### config.mk
export PLATFORM = sky130hd
export DESIGN_NAME = vga_rect_writer
export DESIGN_NICKNAME = d
export VERILOG_FILES = /design/src/rtl/vga_rect_writer.sv
export SDC_FILE = /design/constraint.sdc
export NUM_CORES = 1
export LEC_CHECK = 0
export CAP_MARGIN = 20
export CORE_MARGIN = 2
export CORE_UTILIZATION = 43
export DETAILED_ROUTE_END_ITERATION = 12
export DONT_BUFFER_PORTS = 1
export PLACE_DENSITY = 0.6
export SLEW_MARGIN = 20
export SYNTH_ARGS = -nofsm -noshare
export SYNTH_HDL_FRONTEND = slang
export SYNTH_SLANG_ARGS = --single-unit
### constraint.sdc
create_clock -name clock -period 6.17 [get_ports clock]
set_clock_uncertainty 0.05 [all_clocks]
set_input_delay 0.3085 -clock clock [delete_from_list [all_inputs] [get_ports clock]]
set_output_delay 0.3085 -clock clock [all_outputs]
set_load 0.01 [all_outputs]
### src/rtl/vga_rect_writer.sv
// ============================================================================
// vga_rect_writer: rectangle-fill pixel stream for the VGA adapter draw port.
// Rev 1.0 - initial release
// ============================================================================
`default_nettype none

module vga_rect_writer #(
  parameter int nX       = 10,
  parameter int nY       = 9,
  parameter int COLOR_W  = 9,
  parameter int SCREEN_W = 640,
  parameter int SCREEN_H = 480
) (
  input  logic               clock,
  input  logic               reset,
  input  logic               start,
  input  logic [nX-1:0]      x0,
  input  logic [nY-1:0]      y0,
  input  logic [nX-1:0]      width,
  input  logic [nY-1:0]      height,
  input  logic [COLOR_W-1:0] color_in,
  input  logic               abort,
  output logic               busy,
  output logic               done,
  output logic [nX-1:0]      x,
  output logic [nY-1:0]      y,
  output logic [COLOR_W-1:0] color,
  output logic               write
);

  typedef enum logic [1:0] {
    IDLE = 2'd0,
    DRAW = 2'd1,
    DONE = 2'd2
  } state_t;

  localparam logic [nX:0]   c_screen_w = SCREEN_W[nX:0];
  localparam logic [nY:0]   c_screen_h = SCREEN_H[nY:0];
  localparam logic [nX-1:0] c_one_x    = {{(nX-1){1'b0}}, 1'b1};
  localparam logic [nY-1:0] c_one_y    = {{(nY-1){1'b0}}, 1'b1};

  state_t               r_state;
  logic [nX-1:0]        r_cx;
  logic [nY-1:0]        r_cy;
  logic [nX-1:0]        r_x0;
  logic [nY-1:0]        r_y0;
  logic [nX-1:0]        r_width;
  logic [nY-1:0]        r_height;
  logic [COLOR_W-1:0]   r_color;

  state_t               w_next_state;
  logic [nX-1:0]        w_next_cx;
  logic [nY-1:0]        w_next_cy;
  logic [nX-1:0]        w_org_x;
  logic [nY-1:0]        w_org_y;
  logic [COLOR_W-1:0]   w_color;
  logic                 w_load;
  logic                 w_present;
  logic                 w_done;
  logic                 w_col_end;
  logic                 w_last;
  logic [nX:0]          w_sum_x;
  logic [nY:0]          w_sum_y;
  logic                 w_visible;

  assign w_col_end = (r_cx == r_width - c_one_x);
  assign w_last    = w_col_end && (r_cy == r_height - c_one_y);

  // Next-state logic also selects which pixel (if any) is launched at the edge.
  always_comb begin
    w_next_state = r_state;
    w_next_cx    = r_cx;
    w_next_cy    = r_cy;
    w_org_x      = r_x0;
    w_org_y      = r_y0;
    w_color      = r_color;
    w_load       = 1'b0;
    w_present    = 1'b0;
    w_done       = 1'b0;
    case (r_state)
      IDLE: begin
        if (start) begin
          w_load    = 1'b1;
          w_org_x   = x0;
          w_org_y   = y0;
          w_color   = color_in;
          w_next_cx = '0;
          w_next_cy = '0;
          if ((width == '0) || (height == '0)) begin
            w_next_state = DONE;
            w_done       = 1'b1;
          end else begin
            w_next_state = DRAW;
            w_present    = 1'b1;
          end
        end
      end
      DRAW: begin
        if (abort) begin
          w_next_state = IDLE;
        end else if (w_last) begin
          w_next_state = DONE;
          w_done       = 1'b1;
        end else begin
          w_present = 1'b1;
          if (w_col_end) begin
            w_next_cx = '0;
            w_next_cy = r_cy + c_one_y;
          end else begin
            w_next_cx = r_cx + c_one_x;
          end
        end
      end
      DONE: begin
        w_next_state = IDLE;
      end
      default: begin
        w_next_state = IDLE;
      end
    endcase
  end

  // One extra bit on each sum so off-screen coordinates never alias on-screen.
  assign w_sum_x   = {1'b0, w_org_x} + {1'b0, w_next_cx};
  assign w_sum_y   = {1'b0, w_org_y} + {1'b0, w_next_cy};
  assign w_visible = (w_sum_x < c_screen_w) && (w_sum_y < c_screen_h);

  always_ff @(posedge clock) begin
    if (reset) begin
      r_state  <= IDLE;
      r_cx     <= '0;
      r_cy     <= '0;
      r_x0     <= '0;
      r_y0     <= '0;
      r_width  <= '0;
      r_height <= '0;
      r_color  <= '0;
      x        <= '0;
      y        <= '0;
      color    <= '0;
      write    <= 1'b0;
      busy     <= 1'b0;
      done     <= 1'b0;
    end else begin
      r_state <= w_next_state;
      r_cx    <= w_next_cx;
      r_cy    <= w_next_cy;
      if (w_load) begin
        r_x0     <= x0;
        r_y0     <= y0;
        r_width  <= width;
        r_height <= height;
        r_color  <= color_in;
      end
      // Clipped pixels still update x/y; only write is suppressed.
      if (w_present) begin
        x     <= w_sum_x[nX-1:0];
        y     <= w_sum_y[nY-1:0];
        color <= w_color;
      end
      write <= w_present && w_visible;
      busy  <= (w_next_state != IDLE);
      done  <= w_done;
    end
  end

endmodule

`default_nettype wire

==> run_results.csv <==
group,metric,value,unit
status,status,"complete, no violations",
die,die_h,119,um
logic_synthesis,yosys-top-cells-count,"152 x nand2_1, 99 x dfxtp_1, 70 x a21oi_1",
setup_path,critPathRequiredTime,6.42,ns
detailed_routing,first_iter_violations,319,
finish,syn2layout_area_growth,6.97,%
setup_path,path_class,"flop to flop",
sta,report.final.slew_viol_count,0,
global_route,grt_max_degree,71,
sta,hold_violations,0,
finish,fin_util,0.476,
clock_network,cts.path.max_buffers,2,
detailed_routing,drc,0,
logic_synthesis,yosysTopAreaCell,"dfxtp_1",
setup_path,critPathMaxFanout,15,
setup_path,setup.worst_path.start_class,"flop",
setup_path,r2r_start,"r_width[0]$_SDFFE_PP0P_",
finish,fillCellCount,1296,
clock_network,cts-root-buf,"clkbuf_16",
logic_synthesis,synth-seq-area-share,0.350,
finish,drive_above_1_share,0.0679,
sta,timing.setup.tns,0,ns
sta,worst_pin_slew,0.980,ns
clock_network,hold_buffers,2,
logic_synthesis,synth-edff-count,0,
clock_network,cts_made_buffers,9,
setup_path,crit_path_end_kind,"flop",
sta,fin_crit,5.20,ns
global_route,grtUsageMet2,0.345,
detailed_routing,vias,5016,
logic_synthesis,syn-num-nets,791,
die,dieArea,0.0141,mm^2
finish,design_area,0.00605,mm^2
hold_path,hp-class,"input port to flop",
global_route,grt.overflow.total,0,
logic_synthesis,syn_area_per_cell,7.91,um^2
clock_network,clk_pin_slew,0.07,ns
logic_synthesis,yosys.cell_types.count,72,
global_route,antenna_found_initial,0,
sta,grt_setup_unrepaired,"no",
place,dpl_cell_area,0.00570,mm^2
clock_network,post_cts_resized,0,
global_route,grtUsageMet1,0.295,
logic_synthesis,ys_ff_latch,99,
sta,setup_viol,0,
die,io_pins,82,
detailed_routing,antenna_left,0,
clock_network,cts_max_level,3,
pwr,leakagePower,2.45,nW
clock_network,cts_sinks,99,
global_route,track_usage,0.218,
clock_network,cts_tree,"yes",
detailed_routing,dr.pass1.iters,6,
sta,timing.final.crit_share,0.844,
setup_path,critPathArrivalTime,5.45,ns
clock_network,clk_latency,0.35,ns
logic_synthesis,synthFlopType,"dfxtp_1",
global_route,grt_first_pass_wirelength,24.5,mm
clock_network,cts_setup_buffers,0,
die,rows,41,
logic_synthesis,yosys_warnings,0,
die,coreArea,0.0127,mm^2
global_route,grt_pass1_vias,4767,
pwr,ir_worst_vdd,132,uV
setup_path,reg2regPathDepth,17,
place,port_buffers,0,
die,initial_core_util,0.445,
setup_path,crit_start,"r_width[0]$_SDFFE_PP0P_",
finish,ff_latch_area,0.00198,mm^2
finish,multi_input_area,0.00344,mm^2
sta,fmax,192,MHz
global_route,grt_util_met3,0.0526,
setup_path,reg2reg_slack,0.97,ns
logic_synthesis,yosysTopAreaCellShare,0.350,
logic_synthesis,netlist_instances,715,
detailed_routing,avgRoutedWirePerCell,17.5,um
logic_synthesis,yosysMostFrequentCell,"nand2_1",
place,pre_cts_ws,1.02,ns
die,die_w,119,um
setup_path,endpoint,"write$_SDFF_PP0_",
place,place.gp.congestion,0.903,
finish,nets,764,
job,cap_violations,0,
logic_synthesis,ys_top_cells_by_area,"dfxtp_1 35%, nand2_1 10%, a21oi_1 6.2%, ha_1 5.1%, xnor2_1 3.3%",
setup_path,r2r_end,"write$_SDFF_PP0_",
logic_synthesis,ys_async_sr_fraction,0,
global_route,grt-busiest-layer,"met2",
sta,max_slew_margin,0.338,
pwr,power_density,267,mW/mm^2
detailed_routing,wl,15.1,mm
detailed_routing,viasPerCell,5.81,
logic_synthesis,syn-cell-area,0.00566,mm^2
place,dp_hpwl,10.6,mm
sta,finalWorstSetupSlack,0.965,ns
finish,n_antenna_cell,0,
-- report_power, final --
part	switching [W]	internal, W	total (W)	leakage (nW)
sequential	0.0000482	0.000686	0.000734	0.811
clock	0.000249	0.000338	0.000587	0.153
combinational	0.000182	0.000109	0.000292	1.48
-- worst max-delay path, stage by stage, from the launching register on --
cell and delay, ns:
dfxtp_1 0.49, inv_1 0.08, ha_1 0.32, o21ba_2 0.25
a221oi_1 0.29, o22ai_1 0.14, nor4_2 0.31, and2_1 0.56
nand2_1 0.34, o31ai_1 0.33, ha_1 0.27, a21o_1 0.18
a21oi_1 0.21, o21ai_0 0.15, o41ai_1 0.40, o21ai_0 0.17
a2111oi_0 0.37, and4b_1 0.24
-- logic make-up after synthesis --
family	synth area share
buffers and inverters	0.0434
xor gates and xnor gates	0.0573
adders and majority gates	0.0580
DFF	0.350
AOI/OAI and AO/OA	0.191
muxes	0.0376
and+or+nand+nor	0.262
-- cell usage in the layout, fill, tap and decap left out, drive strengths merged, types with 3 or more instances in the layout --
| cell type | Yosys | final |
|---|---|---|
| nor3 | 16 | 16 |
| a21o | 6 | 6 |
| mux2 | 9 | 9 |
| nor2b | 11 | 11 |
| xor2 | 16 | 16 |
| clkbuf | 32 | 11 |
| or2 | 5 | 5 |
| nand3 | 27 | 27 |
| a21oi | 71 | 71 |
| o41ai | 4 | 4 |
| nor2 | 34 | 34 |
| o31ai | 10 | 10 |
| nand2b | 3 | 3 |
| or4 | 3 | 3 |
| dfxtp | 99 | 99 |
| inv | 13 | 15 |
| xnor2 | 21 | 21 |
| nor4 | 12 | 12 |
| or3 | 3 | 3 |
| a211oi | 10 | 10 |
| o21ai | 28 | 28 |
| nand2 | 153 | 153 |
| buf | 10 | 3 |
| o211ai | 4 | 4 |
| and2 | 9 | 9 |
| and3 | 13 | 13 |
| ha | 23 | 23 |
| a31oi | 8 | 8 |
| nor4b | 3 | 3 |
| mux2i | 10 | 10 |
| a311oi | 4 | 4 |
| nand4 | 12 | 12 |
-- worst min-delay path by stage --
stage / start / to / slack, ns / cells past startpoint
floorplan: r_color[0]$_SDFFE_PP0P_ / r_color[0]$_SDFFE_PP0P_ / 0.39 / 2
global placement: reset / r_y0[4]$_SDFFE_PP0P_ / 0.34 / 1
detailed placement: reset / r_height[1]$_SDFFE_PP0P_ / 0.34 / 1
CTS: reset / x[4]$_SDFFE_PP0P_ / 0.002 / 1
global route: reset / x[9]$_SDFFE_PP0P_ / 0.005 / 1
finish: reset / x[4]$_SDFFE_PP0P_ / 0.02 / 1
-- through the flow --
step | cells | total power, W | hold WS [ns]
floorplan | 715 | 0.000968 | 0.387
global placement | 847 | 0.00102 | 0.340
detailed placement | 847 | 0.00103 | 0.341
CTS | 864 | 0.00163 | 0.00183
global route | 864 | 0.00170 | 0.00477
finish | 864 | 0.00161 | 0.0183
-- state kept, by name, summed over array words and instances, names as in the netlist --
| register | count |
|---|---|
| x | 10 |
| r_y0 | 9 |
| r_cy | 9 |
| r_cx | 10 |
| r_height | 9 |
| color | 9 |
| r_width | 10 |
| r_state | 2 |
| y | 9 |
| write | 1 |
| r_x0 | 10 |
| busy | 1 |
| done | 1 |
| r_color | 9 |
-- per-layer routing --
layer,vias up,part of all wire
li1,2490,-
met1,2355,0.47
met2,156,0.45
met3,15,0.064
met4,0,0.012
met5,-,0
-- cell type report --
cell class / count / share of cell area
clock inverters: 4 / 0.00931
clock buffers: 11 / 0.0418
well taps: 172 / 0.0356
flip-flops and latches: 99 / 0.328
multi-input cells: 560 / 0.568
inverters: 14 / 0.00868
repair buffers: 4 / 0.00868
(Power assumes the default switching activity.)
